<file path="src/rtl/game_tempo_pkg.sv">
// Shared encodings for the Drums Hero game-flow controller.
package game_tempo_pkg;

    typedef enum logic [1:0] {
        ST_IDLE  = 2'd0,
        ST_RUN   = 2'd1,
        ST_PAUSE = 2'd2,
        ST_OVER  = 2'd3
    } state_t;

    localparam logic [1:0] LEVEL1 = 2'd1;
    localparam logic [1:0] LEVEL2 = 2'd2;
    localparam logic [1:0] LEVEL3 = 2'd3;

endpackage

</file>
<file path="src/rtl/game_tempo_sync_edge.sv">
// Brings the asynchronous tempo clock into the clk domain.
// It emits a one-cycle pulse on each rising edge of that clock.
module sync_edge (
    input  logic clk,
    input  logic rst_n,
    input  logic din,
    output logic pulse
);

    logic s1, s2, s3;

    always_ff @(posedge clk or negedge rst_n) begin
        if (!rst_n) begin
            s1 <= 1'b0;
            s2 <= 1'b0;
            s3 <= 1'b0;
        end else begin
            s1 <= din;
            s2 <= s1;
            s3 <= s2;
        end
    end

    assign pulse = s2 & ~s3;

endmodule

</file>
<file path="src/rtl/game_tempo_ctrl.sv">
// Game-flow FSM for the tempo path. It drives the divider controls stop, nivel2 and nivel3.
// It counts hits, misses and tempo ticks to pick the level and to detect a win or a loss.
module game_tempo_ctrl
    import game_tempo_pkg::*;
#(
    parameter int LVL2_HITS  = 32,
    parameter int LVL3_HITS  = 64,
    parameter int MAX_MISS   = 8,
    parameter int SONG_TICKS = 4096,
    parameter int CNT_W      = 13
) (
    input  logic       clk,
    input  logic       rst_n,
    input  logic       start,
    input  logic       pause,
    input  logic       hit,
    input  logic       miss,
    input  logic       tick32,
    output logic       stop,
    output logic       nivel2,
    output logic       nivel3,
    output logic [1:0] level,
    output logic [1:0] state,
    output logic       win,
    output logic [7:0] hits
);

    localparam int MISS_W = $clog2(MAX_MISS + 1);

    state_t            state_q, state_d;
    logic              stop_d, win_d, nivel2_d, nivel3_d, clear;
    logic [1:0]        level_d, pend_level;
    logic [7:0]        hits_d;
    logic [MISS_W-1:0] miss_q, miss_d, miss_inc;
    logic [CNT_W-1:0]  tick_q, tick_d, tick_inc;
    logic              tick_p, counting, end_miss, end_song;

    sync_edge u_sync (
        .clk   (clk),
        .rst_n (rst_n),
        .din   (tick32),
        .pulse (tick_p)
    );

    assign counting = (state_q == ST_RUN);
    assign miss_inc = miss_q + MISS_W'(1);
    assign tick_inc = tick_q + CNT_W'(1);
    assign end_miss = counting && miss && (miss_inc == MISS_W'(MAX_MISS));
    assign end_song = counting && tick_p && (tick_inc == CNT_W'(SONG_TICKS));

    always_ff @(posedge clk or negedge rst_n) begin
        if (!rst_n) begin
            state_q <= ST_IDLE;
            stop    <= 1'b1;
            win     <= 1'b0;
            level   <= LEVEL1;
            nivel2  <= 1'b0;
            nivel3  <= 1'b0;
            hits    <= 8'd0;
            miss_q  <= '0;
            tick_q  <= '0;
        end else begin
            state_q <= state_d;
            stop    <= stop_d;
            win     <= win_d;
            level   <= level_d;
            nivel2  <= nivel2_d;
            nivel3  <= nivel3_d;
            hits    <= hits_d;
            miss_q  <= miss_d;
            tick_q  <= tick_d;
        end
    end

    // The loss check comes before the song-end check, so a miss limit in the same cycle as the last tick gives a loss.
    always_comb begin
        state_d = state_q;
        win_d   = win;
        clear   = 1'b0;
        case (state_q)
            ST_IDLE: begin
                if (start) begin
                    state_d = ST_RUN;
                    clear   = 1'b1;
                end
            end
            ST_RUN: begin
                if (end_miss) begin
                    state_d = ST_OVER;
                    win_d   = 1'b0;
                end else if (end_song) begin
                    state_d = ST_OVER;
                    win_d   = 1'b1;
                end else if (pause) begin
                    state_d = ST_PAUSE;
                end
            end
            ST_PAUSE: begin
                if (pause) state_d = ST_RUN;
            end
            ST_OVER: begin
                if (start) begin
                    state_d = ST_RUN;
                    clear   = 1'b1;
                    win_d   = 1'b0;
                end
            end
            default: state_d = ST_IDLE;
        endcase
    end

    always_comb begin
        if (int'(hits) >= LVL3_HITS)      pend_level = LEVEL3;
        else if (int'(hits) >= LVL2_HITS) pend_level = LEVEL2;
        else                              pend_level = LEVEL1;
    end

    // A level change waits for a tempo tick so that one divider period never mixes two speeds.
    always_comb begin
        stop_d  = (state_d != ST_RUN);
        hits_d  = hits;
        miss_d  = miss_q;
        tick_d  = tick_q;
        level_d = level;
        if (clear) begin
            hits_d  = 8'd0;
            miss_d  = '0;
            tick_d  = '0;
            level_d = LEVEL1;
        end else if (counting) begin
            if (hit && hits != 8'hff) hits_d = hits + 8'd1;
            if (miss)   miss_d = miss_inc;
            if (tick_p) tick_d = tick_inc;
            if (tick_p && state_d == ST_RUN && pend_level > level)
                level_d = pend_level;
        end
        nivel2_d = (level_d == LEVEL2);
        nivel3_d = (level_d == LEVEL3);
    end

    assign state = state_q;

endmodule

</file>
<file path="config.mk">
export PLATFORM = sky130hd
export DESIGN_NAME = game_tempo_ctrl
export DESIGN_NICKNAME = d
export VERILOG_FILES = /design/src/rtl/game_tempo_pkg.sv /design/src/rtl/game_tempo_sync_edge.sv /design/src/rtl/game_tempo_ctrl.sv
export SDC_FILE = /design/constraint.sdc
export NUM_CORES = 1
export LEC_CHECK = 0
export ABC_AREA = 1
export BUFFER_PORTS_ARGS = -buffer_cell sky130_fd_sc_hd__buf_4
export CORE_MARGIN = 4
export CORE_UTILIZATION = 60
export CTS_CLUSTER_DIAMETER = 50
export CTS_CLUSTER_SIZE = 24
export DETAILED_ROUTE_END_ITERATION = 16
export PLACE_DENSITY_LB_ADDON = 0.08
export SLEW_MARGIN = 20
export SYNTH_ARGS = -nofsm -noshare
export SYNTH_HDL_FRONTEND = slang
export SYNTH_SLANG_ARGS = --single-unit
</file>
<file path="constraint.sdc">
create_clock -name clk -period 3.8 [get_ports clk]
set_input_delay 0.57 -clock clk [delete_from_list [all_inputs] [get_ports clk]]
set_output_delay 0.57 -clock clk [all_outputs]
set_load 0.1 [all_outputs]
</file>
== Word level (Yosys, flattened, before mapping) ==
Cells that the tools add are included.
Storage, ports and cells
  flip-flop bits (word level): 36
  input bits: 7
  output and inout port bits: 16
  word-level logic and storage cells: 76
Operators by class
  add/sub/neg operators: 3
  order comparisons: 3
  equal/unequal tests: 12
  multiplexer cells: 26
  bitwise gates (word level): 2
  reduce and logical (&&, ||, !) cells: 18
Operators by type and width (count)
  two-way mux 13 bit: 3
  two-way mux 8 bit: 3
  two-way mux 2 bit: 10
  adder 13 x 1 -> 13 bit (second input constant): 1
  equality test 13 bit (second input constant): 1
  two-way mux 4 bit: 3
  nonzero test 2 bit: 5
  adder 8 x 1 -> 8 bit (second input constant): 1
  equality test 2 bit (second input constant): 4
  >= comparator 8 x 6 -> 1 bit (second input constant): 1
  >= comparator 8 x 7 -> 1 bit (second input constant): 1
  != test 8 bit (second input constant): 1
  logical AND 1 bit: 7
  case mux 2 bit (3 select lines): 1
  AND reduction 2 bit: 3
  two-way mux 1 bit: 5
  adder 4 x 1 -> 4 bit (second input constant): 1
  equality test 2 x 1 -> 1 bit (second input constant): 2
  equality test 4 bit (second input constant): 1
  != test 3 x 1 -> 1 bit (second input constant): 1
  AND reduction 3 bit: 1
  > comparator 2 bit: 1
  logical NOT 2 bit: 1
  != test 2 x 1 -> 1 bit (second input constant): 1
  other kinds (5): 5

== Depth between registers and ports, before layout ==
  word-level depth: 14
  depth in mapped cells: 19
  mapped depth without buffers: 19

== By module ==
A second synthesis with hierarchy kept.
Second synthesis, totals
  cell total of the unflattened synthesis: 267
  area, all modules: 2057.0 sq um
Modules (own cells, without submodules)
  game_tempo_ctrl: times used 1, cells an instance 262, area an instance 1971.9 sq um, sequential area each 828.3 sq um
  sync_edge: times used 1, cells an instance 5, area an instance 85.1 sq um, sequential area each 75.1 sq um

== Least setup slack after synthesis ==
Ideal clock, no wire load.
  path type: register -> register
  start: reg state_q[0], in the netlist state[0]
  end: reg nivel3
  library setup time: 0.069 ns
  arrival: 2.506 ns
  slack: 1.225 ns
  stages on the path, launching flop included: 17
  period minus slack after synthesis: 2.575 ns
  path through: dfrtp_1 ha_1 buf_2 nand4_1 nor2_1 nand2_1 nor2_1 nand2_1 nor2_2 nand3_2 nand3_1 nand2_2 nand4_1 inv_1 nand2_1 nand3_2 nor2_2
On the way
  cells in the longest elaborated chain, start to end: 13
  elaborated cells on any way between the ends: 23
  those cells by class: 5 x eq/ne; 10 x mux; 8 x reduce/logical
Ends and longest elaborated chain
  start, declared: RTL line game_tempo_ctrl.sv:30  | state_t state_q, state_d;
  start signal, assigned: RTL line game_tempo_ctrl.sv:63  | state_q <= state_d;
  equality test 2 x 1 -> 1 bit: RTL line game_tempo_ctrl.sv:45, game_tempo_ctrl.sv:80
  logical AND 1 bit (2 in series): RTL line game_tempo_ctrl.sv:49  | assign end_song = counting && tick_p && (tick_inc == CNT_W'(SONG_TICKS));
  two-way mux 2 bit: RTL line game_tempo_ctrl.sv:91  | end else if (end_song) begin
  two-way mux 2 bit: RTL line game_tempo_ctrl.sv:88  | if (end_miss) begin
  case mux 2 bit (3 select lines): RTL line game_tempo_ctrl.sv:80  | case (state_q)
  equality test 2 x 1 -> 1 bit: RTL line game_tempo_ctrl.sv:134  | if (tick_p && state_d == ST_RUN && pend_level > level)
  logical AND 1 bit (2 in series): RTL line game_tempo_ctrl.sv:134
  two-way mux 2 bit: RTL line game_tempo_ctrl.sv:134
  two-way mux 2 bit: RTL line game_tempo_ctrl.sv:130  | end else if (counting) begin
  two-way mux 2 bit *: RTL line game_tempo_ctrl.sv:125  | if (clear) begin
  equality test 2 bit *: RTL line game_tempo_ctrl.sv:138  | nivel3_d = (level_d == LEVEL3);
  named net nivel3_d: RTL line game_tempo_ctrl.sv:31  | logic stop_d, win_d, nivel2_d, nivel3_d, clear;
  end signal, assigned: RTL line game_tempo_ctrl.sv:68  | nivel3 <= nivel3_d;
  end, declared: RTL line game_tempo_ctrl.sv:21  | output logic nivel3,
The timed path passes the listed nets; every way through them passes the cells marked *.
A chain may end at the register's enable or synchronous reset.

== Final worst setup path ==
  start: reg state_q[0], in the netlist state[0]
  end: reg tick_q[8]
On the way
  cells in the longest elaborated chain, start to end: 5
  elaborated cells on any way between the ends: 9
  those cells by class: 2 x eq/ne; 2 x mux; 5 x reduce/logical
Ends and longest elaborated chain
  equality test 2 bit / logical NOT 2 bit (equally long branches): RTL line game_tempo_ctrl.sv:80
  OR reduction 2 bit (no source line)
  two-way mux 1 bit
  nonzero test 2 bit (no source line)
  AND reduction 2 bit (no source line)
  end signal, assigned: RTL line game_tempo_ctrl.sv:71  | tick_q <= tick_d;
  end, declared: RTL line game_tempo_ctrl.sv:35  | logic [CNT_W-1:0] tick_q, tick_d, tick_inc;
Parallel ways exist; a longest one is shown, timed or not.

==> run summary <==
=================================================================================
Run status                                                           complete, no violations
Commonest cells after routing, fill and taps aside                   60 x sky130_fd_sc_hd__nand2_1, 37 x sky130_fd_sc_hd__inv_1, 34 x sky130_fd_sc_hd__dfrtp_1
Final Skew                                                             0.00591 ns
Initial standard-cell utilization of the core                               0.643
Total wire length                                                         4060 um
Crit end category                                                        register
GRT Resource Usage Total                                                    0.219
Power density normalized to cell area                                 693 nW/um^2
Count of instances resized after the clock tree is built                        0
Number of DRC markers after the initial detailed-route iteration               78
Max capacitance violation total                                                 0
Final core utilization                                                      0.738
Global route overflow                                                           0
Worst setup path start                                               state[0]$_DFF_PN0_
Antenna violations before repair                                                0
Max rail drop VDD                                                        0.512 mV
Largest stage delay on the critical path                                  0.56 ns
Final period utilization                                                    0.665
Data arrival at the endpoint of the critical path                         2.79 ns
Vias in the first global route                                               1676
Leakage power summed over all cells                                       1.15 nW
Die extent in x                                                           66.1 um
Cell Area, Synth                                                        2030 um^2
TNS Setup                                                                    0 ns
Detailed-route wire length per cell                                       12.3 um
Actual slew at the worst max-slew pin                                    0.589 ns
Mux contribution to synthesized area                                            0
Placement-stage worst setup slack                                         1.29 ns
Post-synthesis adder-cell area fraction                                    0.0556
Register bit count reported by yosys                                           36
Number of buffers created by CTS                                                5
Clk root buf                                                         sky130_fd_sc_hd__clkbuf_4
Cell with the largest stage delay on the worst path                  sky130_fd_sc_hd__nor2_1
Setup repair after global routing missed its margin                         false
Setup Fix Bufs, Post-CTS                                                        0
Number of nets in the layout                                                  302
Time the final worst path needs with I/O delays and setup                 2.53 ns
DRC errors left                                                                 0
Clk sink count                                                                 36
Final slew viol count                                                           0
Maximum number of pins on one net before global-route repair                   37
Hold buffers post-CTS                                                           0
Fin. Hold Viols                                                                 0
Core box area                                                           3150 um^2
Number of cell rows                                                            20
Total vias in the final route                                                1746
Number of synthesis warnings                                                    0
Number of antenna cells inserted                                                0
Unique cell type count in the Yosys netlist                                    26
Startpoint of the lowest-slack register-to-register path             state[0]$_DFF_PN0_
Post-synthesis instance total                                                 260
Worst r2r dst                                                        tick_q[8]$_DFFE_PN0P_
Capturing instance or port of the critical path                      tick_q[8]$_DFFE_PN0P_
Normalized max-slew margin                                                  0.606
Number of top-level design ports                                               23
WP data required                                                          4.06 ns
Clock-pin transition on the worst setup and hold timing paths             0.11 ns
Sequential area share after synthesis                                       0.446
Max Clock Freq                                                          0.395 GHz
Most common cell after layout, fill and taps aside                   sky130_fd_sc_hd__nand2_1
# port buffers                                                                 22
Synthesized-area fraction occupied by ao, oa, aoi and oai cells            0.0988
Cell depth of the worst flop-to-flop path                                       7
Number of buffers on the longest clock path                                     2
Clock latency of the later-clocked register in the worst-skew pair        0.33 ns
Crit-path most repeated cell                                         sky130_fd_sc_hd__inv_1
Setup-failing EPs final                                                         0
Die Area                                                                4370 um^2
Path type of the worst min-delay path                                primary input to async pin
Layout area overhead                                                        14.9%
Synthesized area per cell                                               7.80 um^2
DIE HEIGHT                                                                66.1 um
Global-route wire length before repair                                    7220 um
Startpoint types                                                         register
Net count after synthesis                                                     276
Sequence of cells on the critical path                               inv_1 > ha_1 > nand2_1 > clkinv_1 > nor2_1 > inv_1 > o22ai_1
Start-to-end type of the worst setup path                            register to register
Worst Slack Setup Final                                                   1.27 ns
Area fraction in and, or, nand and nor cells after synthesis                0.293
Number of vias per cell after detailed routing                               5.27
# H-tree levels                                                                 2
Max Fanout on Critical Path                                                    12
Final RePlAce weighted congestion                                           0.894
XOR/XNOR share of the synthesized area                                     0.0216
Fraction of layout instances using a drive strength above 1                 0.171
Reg-to-reg setup timing slack                                             1.27 ns
Main combinational cell family by area after synthesis               simple AND/OR/NAND/NOR gates
Post-route ant nets                                                             0
CTS tree                                                                      yes
HPWL after DPL                                                            3020 um
Initial DRT Pass Iterations                                                     4
=================================================================================
==> through the flow <==
step	instances	instance area [um^2]	total power [W]	hold WS [ns]
after global placement	323	2230	0.00131	0.337
after detailed placement	323	2230	0.00132	0.344
after global routing	331	2330	0.00172	0.182
final	331	2330	0.00161	0.174
after CTS	331	2330	0.00162	0.175
after floorplan	260	2030	0.00116	0.274
==> worst min-delay path by stage <==
stage / from / end / cells past startpoint
floorplan: rst_n / hits[0]$_DFFE_PN0P_ / 0
global placement: u_sync.s1$_DFF_PN0_ / u_sync.s2$_DFF_PN0_ / 0
detailed placement: u_sync.s1$_DFF_PN0_ / u_sync.s2$_DFF_PN0_ / 0
CTS: rst_n / nivel2$_DFF_PN0_ / 1
global route: rst_n / hits[6]$_DFFE_PN0P_ / 1
finish: rst_n / miss_q[0]$_DFFE_PN0P_ / 1
==> worst max-delay path, delay by kind of cell, from the launching register on <==
kind / cells / cell delay, ns
flops: 1 / 0.46
compound gates: 1 / 0.16
fa+ha+maj: 1 / 0.32
buf+inv: 3 / 0.61
simple gates: 2 / 0.91
==> power breakdown <==
part / leakage [nW] / switching (W) / total, W / internal (W)
clock network: 0.0515 / 0.000123 / 0.000298 / 0.000175
logic: 0.621 / 0.000613 / 0.000794 / 0.000180
registers: 0.478 / 0.0000662 / 0.000522 / 0.000455
total: 1.15 / 0.000803 / 0.00161 / 0.000810
==> cells in the mapped netlist <==
library cell,instances,share of area
sky130_fd_sc_hd__a211oi_1,1,0.0037
sky130_fd_sc_hd__a21oi_1,10,0.025
sky130_fd_sc_hd__a221oi_1,2,0.0086
sky130_fd_sc_hd__buf_2,2,0.0049
sky130_fd_sc_hd__clkbuf_1,1,0.0019
sky130_fd_sc_hd__clkinv_1,1,0.0019
sky130_fd_sc_hd__clkinv_2,1,0.0025
sky130_fd_sc_hd__dfrtp_1,34,0.42
sky130_fd_sc_hd__dfstp_2,2,0.026
sky130_fd_sc_hd__ha_1,9,0.056
sky130_fd_sc_hd__inv_1,37,0.069
sky130_fd_sc_hd__inv_2,3,0.0056
sky130_fd_sc_hd__nand2_1,60,0.11
sky130_fd_sc_hd__nand2_2,4,0.012
sky130_fd_sc_hd__nand3_1,21,0.052
sky130_fd_sc_hd__nand3_2,4,0.020
sky130_fd_sc_hd__nand4_1,8,0.025
sky130_fd_sc_hd__nor2_1,22,0.041
sky130_fd_sc_hd__nor2_2,3,0.0093
sky130_fd_sc_hd__nor2_4,2,0.011
sky130_fd_sc_hd__nor3_1,5,0.012
sky130_fd_sc_hd__o211ai_1,1,0.0037
sky130_fd_sc_hd__o21ai_0,17,0.042
sky130_fd_sc_hd__o22ai_1,4,0.012
sky130_fd_sc_hd__o31ai_1,1,0.0037
sky130_fd_sc_hd__xor2_1,5,0.022
==> layout make-up <==
type,count,area (um^2)
Clock inverter,1,30.0
Fill cell,262,825
Sequential cell,36,903
Clock buffer,7,65.1
Inverter,42,159
Tap cell,44,55.1
Multi-Input combinational cell,179,951
Timing Repair Buffer,22,165
==> kinds of logic (layout without fill, tap and decap cells) <==
kind of cell             after synthesis  count (layout)
AND/OR/NAND/NOR                      129             129
flip-flops                            36              36
AO/OA/AOI/OAI                         36              36
adder cells (fa/ha/maj)                9               9
XOR/XNOR                               5               5
buffers and inverters                 45              72
==> state kept, by name (all words and copies together), names as in the netlist <==
name,flops
u_sync.s1,1
nivel2,1
u_sync.s2,1
state,2
tick_q,13
hits,8
nivel3,1
win,1
level,2
miss_q,4
u_sync.s3,1
stop,1
==> metal layers <==
layer	vias up	GRT usage	part of all wire
li1	897	-	-
met1	810	0.292	0.49
met2	35	0.332	0.45
met3	4	0.0595	0.044
met4	0	0.0939	0.014
met5	-	0	0
Power figures use the tool's default switching activity.
